File: src/rtl/tri_buffer.sv
// Double-buffered triangle store between the projection stage and the rasterizer.
// Optional BACKFACE_CULL_EN drops triangles whose signed screen-space area is <= 0.
module tri_buffer #(
  parameter int unsigned MAX_TRIS = 16,
  parameter int unsigned COORD_W  = 9,
  localparam int unsigned IDX_W   = $clog2(MAX_TRIS + 1)
) (
  input  logic                    clk_in,
  input  logic                    rst_in,
  input  logic [2:0][COORD_W-1:0] vert1,
  input  logic [2:0][COORD_W-1:0] vert2,
  input  logic [2:0][COORD_W-1:0] vert3,
  input  logic                    valid_in,
  input  logic                    obj_done_in,
  output logic                    ready_out,
  input  logic                    new_frame,
  input  logic [IDX_W-1:0]        rd_idx,
  output logic [2:0][COORD_W-1:0] rd_vert1,
  output logic [2:0][COORD_W-1:0] rd_vert2,
  output logic [2:0][COORD_W-1:0] rd_vert3,
  output logic                    rd_hit,
  output logic [IDX_W-1:0]        front_count,
  output logic                    front_valid,
  output logic                    overflow
);

  localparam int unsigned AddrW = $clog2(2 * MAX_TRIS);

  typedef struct packed {
    logic [2:0][COORD_W-1:0] v1;
    logic [2:0][COORD_W-1:0] v2;
    logic [2:0][COORD_W-1:0] v3;
  } tri_t;

  typedef enum logic [0:0] {StFill, StDone} state_e;

  state_e           state_q, state_d;
  logic [IDX_W-1:0] back_count_q, back_count_d;
  logic [IDX_W-1:0] front_count_q, front_count_d;
  logic             front_valid_q, front_valid_d;
  logic             overflow_q, overflow_d;
  logic             bank_q, bank_d;
  tri_t             rd_tri_q, rd_tri_d;
  logic             rd_hit_q, rd_hit_d;

  tri_t             mem_q [2*MAX_TRIS];
  tri_t             wr_tri;
  logic             wr_en;
  logic [AddrW-1:0] wr_addr;
  logic [AddrW-1:0] rd_addr;
  logic             accept;
  logic             cull;

`ifdef BACKFACE_CULL_EN
  localparam int unsigned AreaW = 2 * COORD_W + 3;

  // Coordinates are unsigned; zero-extend before the signed area arithmetic.
  logic signed [AreaW-1:0] ax1, ay1, ax2, ay2, ax3, ay3, area;

  always_comb begin
    ax1  = AreaW'(vert1[0]);
    ay1  = AreaW'(vert1[1]);
    ax2  = AreaW'(vert2[0]);
    ay2  = AreaW'(vert2[1]);
    ax3  = AreaW'(vert3[0]);
    ay3  = AreaW'(vert3[1]);
    area = (ax2 - ax1) * (ay3 - ay1) - (ax3 - ax1) * (ay2 - ay1);
    cull = area[AreaW-1] | (area == '0);
  end
`else
  assign cull = 1'b0;
`endif

  assign ready_out = (state_q == StFill);
  assign accept    = valid_in & ready_out;
  assign wr_tri    = '{v1: vert1, v2: vert2, v3: vert3};

  // Front bank is bank_q; the back bank is the other half of the storage.
  assign wr_addr = AddrW'(back_count_q) + (bank_q ? AddrW'(0) : AddrW'(MAX_TRIS));
  assign rd_addr = AddrW'(rd_idx) + (bank_q ? AddrW'(MAX_TRIS) : AddrW'(0));

  always_comb begin
    state_d       = state_q;
    back_count_d  = back_count_q;
    front_count_d = front_count_q;
    front_valid_d = front_valid_q;
    overflow_d    = overflow_q;
    bank_d        = bank_q;
    wr_en         = 1'b0;
    case (state_q)
      StFill: begin
        if (accept && !cull) begin
          if (back_count_q < IDX_W'(MAX_TRIS)) begin
            wr_en        = 1'b1;
            back_count_d = back_count_q + IDX_W'(1);
          end else begin
            overflow_d = 1'b1;
          end
        end
        if (obj_done_in) begin
          state_d = StDone;
        end
      end
      StDone: begin
        if (new_frame) begin
          bank_d        = ~bank_q;
          front_count_d = back_count_q;
          front_valid_d = 1'b1;
          back_count_d  = '0;
          state_d       = StFill;
        end
      end
      default: state_d = StFill;
    endcase
  end

  always_comb begin
    rd_hit_d = (rd_idx < front_count_q);
    rd_tri_d = rd_hit_d ? mem_q[rd_addr] : '0;
  end

  always_ff @(posedge clk_in or negedge rst_in) begin
    if (!rst_in) begin
      state_q       <= StFill;
      back_count_q  <= '0;
      front_count_q <= '0;
      front_valid_q <= 1'b0;
      overflow_q    <= 1'b0;
      bank_q        <= 1'b0;
      rd_tri_q      <= '0;
      rd_hit_q      <= 1'b0;
    end else begin
      state_q       <= state_d;
      back_count_q  <= back_count_d;
      front_count_q <= front_count_d;
      front_valid_q <= front_valid_d;
      overflow_q    <= overflow_d;
      bank_q        <= bank_d;
      rd_tri_q      <= rd_tri_d;
      rd_hit_q      <= rd_hit_d;
    end
  end

  // Storage needs no reset; only entries below the counts are ever read out.
  always_ff @(posedge clk_in) begin
    if (wr_en) begin
      mem_q[wr_addr] <= wr_tri;
    end
  end

  assign rd_vert1    = rd_tri_q.v1;
  assign rd_vert2    = rd_tri_q.v2;
  assign rd_vert3    = rd_tri_q.v3;
  assign rd_hit      = rd_hit_q;
  assign front_count = front_count_q;
  assign front_valid = front_valid_q;
  assign overflow    = overflow_q;

endmodule

File: config.mk
export PLATFORM = sky130hd
export DESIGN_NAME = tri_buffer
export DESIGN_NICKNAME = d
export VERILOG_FILES = /design/src/rtl/tri_buffer.sv
export SDC_FILE = /design/constraint.sdc
export NUM_CORES = 2
export LEC_CHECK = 0
export CORE_UTILIZATION = 42
export CTS_BUF_LIST = sky130_fd_sc_hd__clkbuf_16
export DETAILED_ROUTE_END_ITERATION = 8
export PLACE_DENSITY_LB_ADDON = 0.15
export SLEW_MARGIN = 5
export SYNTH_ARGS = -nofsm -noshare
export SYNTH_HDL_FRONTEND = slang
export SYNTH_SLANG_ARGS = --single-unit
File: constraint.sdc
create_clock -name clk_in -period 14.04 [get_ports clk_in]
set_input_delay 2.106 -clock clk_in [delete_from_list [all_inputs] [get_ports clk_in]]
set_output_delay 2.106 -clock clk_in [all_outputs]
set_load 0.03 [all_outputs]
# Yosys cells after proc, flatten, opt, wreduce, memory -nomap -nowiden
# Memory sizes are Yosys's and may differ from the RTL's.
# Index checks and enable logic that the tools add are counted.
# totals
regBits	96
ram_bits	2592
input_bits	91
word_cells	47
mem_count	1
# classes
add_sub_neg	3
magnitude_cmp	2
n_eq_ne	3
n_mux	15
bitwise_logic	4
reduce_logical	3
# mem_list
memory	depth	word_bits	rd	rd_clocked_by_memory_dff	write_ports	line_no	source
mem_q	32	81	1	0	1	46	tri_t mem_q [2*MAX_TRIS];
# op_table
op	n
2-to-1 mux 81 bit	1
2-to-1 mux 5 bit	5
adder 5 bit	2
case mux 5 bit (2 select lines)	1
2-to-1 mux 1 bit	7
AND reduction 3 bit	2
adder 5 x 1 -> 5 bit, second input constant	1
less-than comparator 5 bit	1
less-than comparator 5 bit, second input constant	1
inequality test 2 x 1 -> 1 bit, second input constant	2
NOT 1 bit	3
inequality test 2 bit, second input constant	1
case mux 1 bit (2 select lines)	1
AND reduction 2 bit	1
bitwise AND 1 bit	1

# Longest topological paths before layout
# logic_depth
ltp_word	6
ltp_mapped	8
ltp_nobuf	6

# Least setup slack after synthesis
# OpenSTA, ideal clock, no wires.
# synth_timing
kind	input-to-reg
from	input port valid_in
to	memory mem_q[15][0] (netlist name), enable pin
setup_time_ns	0.521
arrival_time_ns	6.189
t_required_ns	13.519
slack_ns	7.330
cell_stages	3
path_buffers	0
path_cell_list	nor3b_2 nand2_1 nor2_1
# synth_via
elab_chain_cells	5
# synth_rtl
element	line_no	source
from (decl)	13	input logic valid_in,
bitwise AND 1 bit	75	assign accept = valid_in & ready_out;
2-to-1 mux 1 bit	92	if (accept && !cull) begin
2-to-1 mux 1 bit	90	case (state_q)
2-to-1 mux 1 bit	146	if (wr_en) begin
2-to-1 mux 1 bit (implied by the code)	147	mem_q[wr_addr] <= wr_tri;
to (decl)	46	
# No other way between the ends.

# Worst setup path in the final report
# layout_timing
from	input port valid_in
to	memory mem_q[11][63] (netlist name), enable pin
# The elaborated chain is that of the path after synthesis.

==> results.sh <==
export IMPL_route_detailed_drc=38
export IMPL_yosysWarnings=0
export IMPL_cp_arrival_ns=6.17
export IMPL_seqPwrFrac_pct=52.0
export IMPL_syn2layout_area_growth_pct=14.6
export IMPL_cts_setup_buffers=0
export IMPL_fin_crit_sh_pct=40.2
export IMPL_p_switching_mw=4.09
export IMPL_hp_class="reg -> reg"
export IMPL_max_freq_ghz=0.177
export IMPL_start_kind="input port"
export IMPL_cts_sinks=2688
export IMPL_worstMarginPinSlew_ns=1.33
export IMPL_cp_top_family="simple AND/OR/NAND/NOR gates"
export IMPL_crit_fanout=50
export IMPL_synthesis_area_sq_mm=0.100
export IMPL_crit_top_cell="buf_4"
export IMPL_whs_endpoint="front_valid$_DFFE_PN0P_"
export IMPL_portBuffers=180
export IMPL_hold_violations=0
export IMPL_rows=179
export IMPL_setup_viol=0
export IMPL_insertion_delay_ns=0.92
export IMPL_die_x_um=491
export IMPL_cp_slowest_cell="nor2_4"
export IMPL_layout_drive_gt1_share_pct=24.6
export IMPL_relSlewSlack_pct=11.3
export IMPL_reg2reg_slack_ns=9.68
export IMPL_ys_ff_latch=2688
export IMPL_io_pin_count=181
export IMPL_violations="design-rule violations"
export IMPL_yosysUniqueCellTypes=32
export IMPL_crit_required_ns=14.56
export IMPL_endpoint_kind="register"
export IMPL_detail_route_wl_per_cell_um=32.2
export IMPL_place_ws_ns=7.46
export IMPL_synth_nets=4351
export IMPL_rr_endpoint="mem_q[11][63]$_DFFE_PP_"
export IMPL_cts_resized=0
export IMPL_routabilityCongestion=0.740
export IMPL_swShare_pct=23.0
export IMPL_num_fill_cells=19239
export IMPL_wirelength_mm=258
export IMPL_gr_total_overflow=0
export IMPL_initial_core_util_pct=42.2
export IMPL_postSynthAreaPerCell_sq_um=23.6
export IMPL_finalWorstSetupSlack_ns=8.39
export IMPL_reg2reg_from="back_count_q[4]$_DFFE_PN0P_"
export IMPL_irDropWorstVdd_mv=0.0980
export IMPL_grt_max_degree=121
export IMPL_hold_buffers=0
export IMPL_slowest_delay_ns=0.83
export IMPL_netlist_instances=4252
export IMPL_via_per_inst=5.82
export IMPL_crit_start="valid_in"
export IMPL_drv_slew=0
export IMPL_power_share_clock_pct=40.2
export IMPL_yosysSeqAreaShare_pct=79.9
export IMPL_first_pass_iters=7
export IMPL_drtAntennaViolNets=0
export IMPL_cts_htree_levels=5
export IMPL_worst_r2r_path_depth=5
export IMPL_setup_tns_ns=0
export IMPL_cts_buffers=296
export IMPL_grt_pass1_wl_mm=366
export IMPL_nets=4723
export IMPL_drv_cap=0
export IMPL_cts_root_buffer="clkbuf_16"
export IMPL_crit_type="in -> reg"
export IMPL_grt_pass1_vias=48093
export IMPL_critPathBufInv=3
export IMPL_via_count=46570
export IMPL_drt_iter0_markers=4639
export IMPL_min_from="front_valid$_DFFE_PN0P_"
export IMPL_die_h_um=491
export IMPL_cts_tree="yes"
export IMPL_comb_power_share_pct=7.8
export IMPL_whs_path_depth=1
export IMPL_rsz0062_at_grt="false"
export IMPL_dieArea_sq_mm=0.241
export IMPL_path_cells="clkdlybuf4s50_1 > nor3b_2 > nand2_1 > nor2_4 > buf_4 > buf_4"
export IMPL_core_sq_mm=0.238
export IMPL_clock_skew_final_ns=0.0428
export IMPL_grt_antenna_before_repair=8
export IMPL_dp_hpwl_mm=135
export IMPL_power_leakage_nw=36.6
export IMPL_grtUsageTotal_pct=21.4
export IMPL_post_route_min_period_ns=5.65
export IMPL_cts_clk_slew_worst_paths_ns=0.06
export IMPL_p_int_mw=13.7
export IMPL_cellPowerDensity_mw_per_mm2=154
export IMPL_clockBufferDepth=4
export IMPL_status="finished, violations left"
## synth_stat cells, drive strengths merged
cell type | instances | share of area [%]
o21ai | 8 | 0.047
nand2 | 180 | 0.67
clkbuf | 87 | 0.33
nor2 | 36 | 0.13
inv | 7 | 0.026
nand4 | 1 | 0.0062
buf | 151 | 0.89
a41oi | 1 | 0.0087
a22oi | 322 | 2.4
nor3b | 1 | 0.012
edfxtp | 2592 | 77
a21oi | 5 | 0.025
ha | 8 | 0.10
xor2 | 4 | 0.035
mux2i | 2 | 0.020
nor2b | 5 | 0.031
and2 | 1 | 0.0062
a211oi | 1 | 0.0075
mux2 | 3 | 0.034
nand2b | 2 | 0.012
a31o | 1 | 0.0087
a21o | 3 | 0.022
nand3 | 2 | 0.010
nor3 | 1 | 0.0050
mux4 | 648 | 15
dfrtp | 96 | 2.4
a22o | 81 | 0.71
xnor2 | 3 | 0.026
## sequential cells by signal, indices dropped and copies added, names as in the netlist
register and cells:
rd_vert2 27, rd_hit 1, state_q 1, front_valid 1
front_count 5, rd_vert3 27, rd_vert1 27, back_count_q 5
overflow 1, bank_q 1, mem_q 2592
## kinds of logic (layout without fill, tap and decap cells)
kind of cell	Yosys count	after routing	synth area share, %
muxes	653	653	14.6
other	0	6	0
xor gates and xnor gates	7	7	0.0610
DFF	2688	2688	79.9
and+or+nand+nor	229	229	0.891
buffers and inverters	245	825	1.24
adders and majority gates	8	8	0.0997
AOI/OAI and AO/OA	422	422	3.23
## power groups by stage
| stage | Sequential, mW | Clock (mW) | Combinational, mW |
|---|---|---|---|
| after detailed placement | 9.41 | 0 | 1.41 |
| after CTS | 9.24 | 7.28 | 1.41 |
| after floorplan | 9.45 | 0 | 0.624 |
| final | 9.23 | 7.13 | 1.39 |
| after global routing | 9.25 | 7.56 | 1.47 |
| after global placement | 9.40 | 0 | 1.40 |
## metrics by stage
stage | hold WS, ns | power (mW) | utilization, % | instances | area (sq um)
after CTS | 0.473 | 17.9 | 48.4 | 7999 | 115000
final | 0.475 | 17.7 | 48.4 | 8005 | 115000
after detailed placement | 0.455 | 10.8 | 44.7 | 7493 | 106000
after floorplan | 0.517 | 10.1 | - | 4252 | 100000
after global placement | 0.468 | 10.8 | 44.7 | 7493 | 106000
after global routing | 0.491 | 18.3 | 48.4 | 8000 | 115000
## metal layers
metal	global-route usage, %	wire length [um]	share of wire (%)
met4	6.80	7800	3.0
met5	0	0	0
met2	34.7	127000	49
met1	29.9	110000	43
met3	3.30	13300	5.2
## cell type report
class | count | area [sq um] | share of cell area [%]
flip-flops and latches | 2688 | 80200 | 69.7
well taps | 3167 | 3960 | 3.44
inverters | 7 | 26.3 | 0.0228
diodes | 6 | 15.0 | 0.0130
repair buffers | 312 | 2900 | 2.52
clock inverters | 206 | 1260 | 1.09
multi-input cells | 1319 | 19200 | 16.7
clock buffers | 300 | 7510 | 6.52
## worst max-delay path by stage
stage | end | depth (start not counted) | slack, ns
after floorplan | mem_q[15][0]$_DFFE_PP_ | 3 | 7.33
after global placement | rd_vert1[9]$_DFF_PN0_ | 8 | 7.61
after detailed placement | mem_q[11][63]$_DFFE_PP_ | 6 | 7.46
after CTS | mem_q[11][63]$_DFFE_PP_ | 6 | 8.44
after global routing | mem_q[11][64]$_DFFE_PP_ | 6 | 8.29
final | mem_q[11][63]$_DFFE_PP_ | 6 | 8.39
## layout by cell type, fill, tap and decap left out, types with 2 or more instances in the layout
cell             Yosys  final
clkbuf_16            0    300
nor2b_4              0      2
inv_6                0      6
xnor2_1              3      3
ha_1                 8      8
a22oi_1            322    322
nor2_1              36      3
bufinv_16            0     14
mux4_2             648    648
edfxtp_1          2592   2592
clkdlybuf4s50_1      0    176
clkinv_2             0     33
clkinv_1             0     62
dfrtp_1             96     96
xor2_1               4      4
mux2_2               3      3
a22o_1              81     81
buf_12               0      8
nor2b_1              5      3
buf_4               23    124
nand2_1            180    180
nand2b_1             2      2
clkinvlp_4           0      6
a21o_1               3      3
nand3_1              2      2
clkinv_4             0      2
o21ai_0              6      6
nor2_4               0     33
mux2i_1              2      2
inv_1                7     89
buf_8                0      2
o21ai_4              0      2
diode_2              0      6
a21oi_1              5      5
Power figures use the tool's default switching activity.
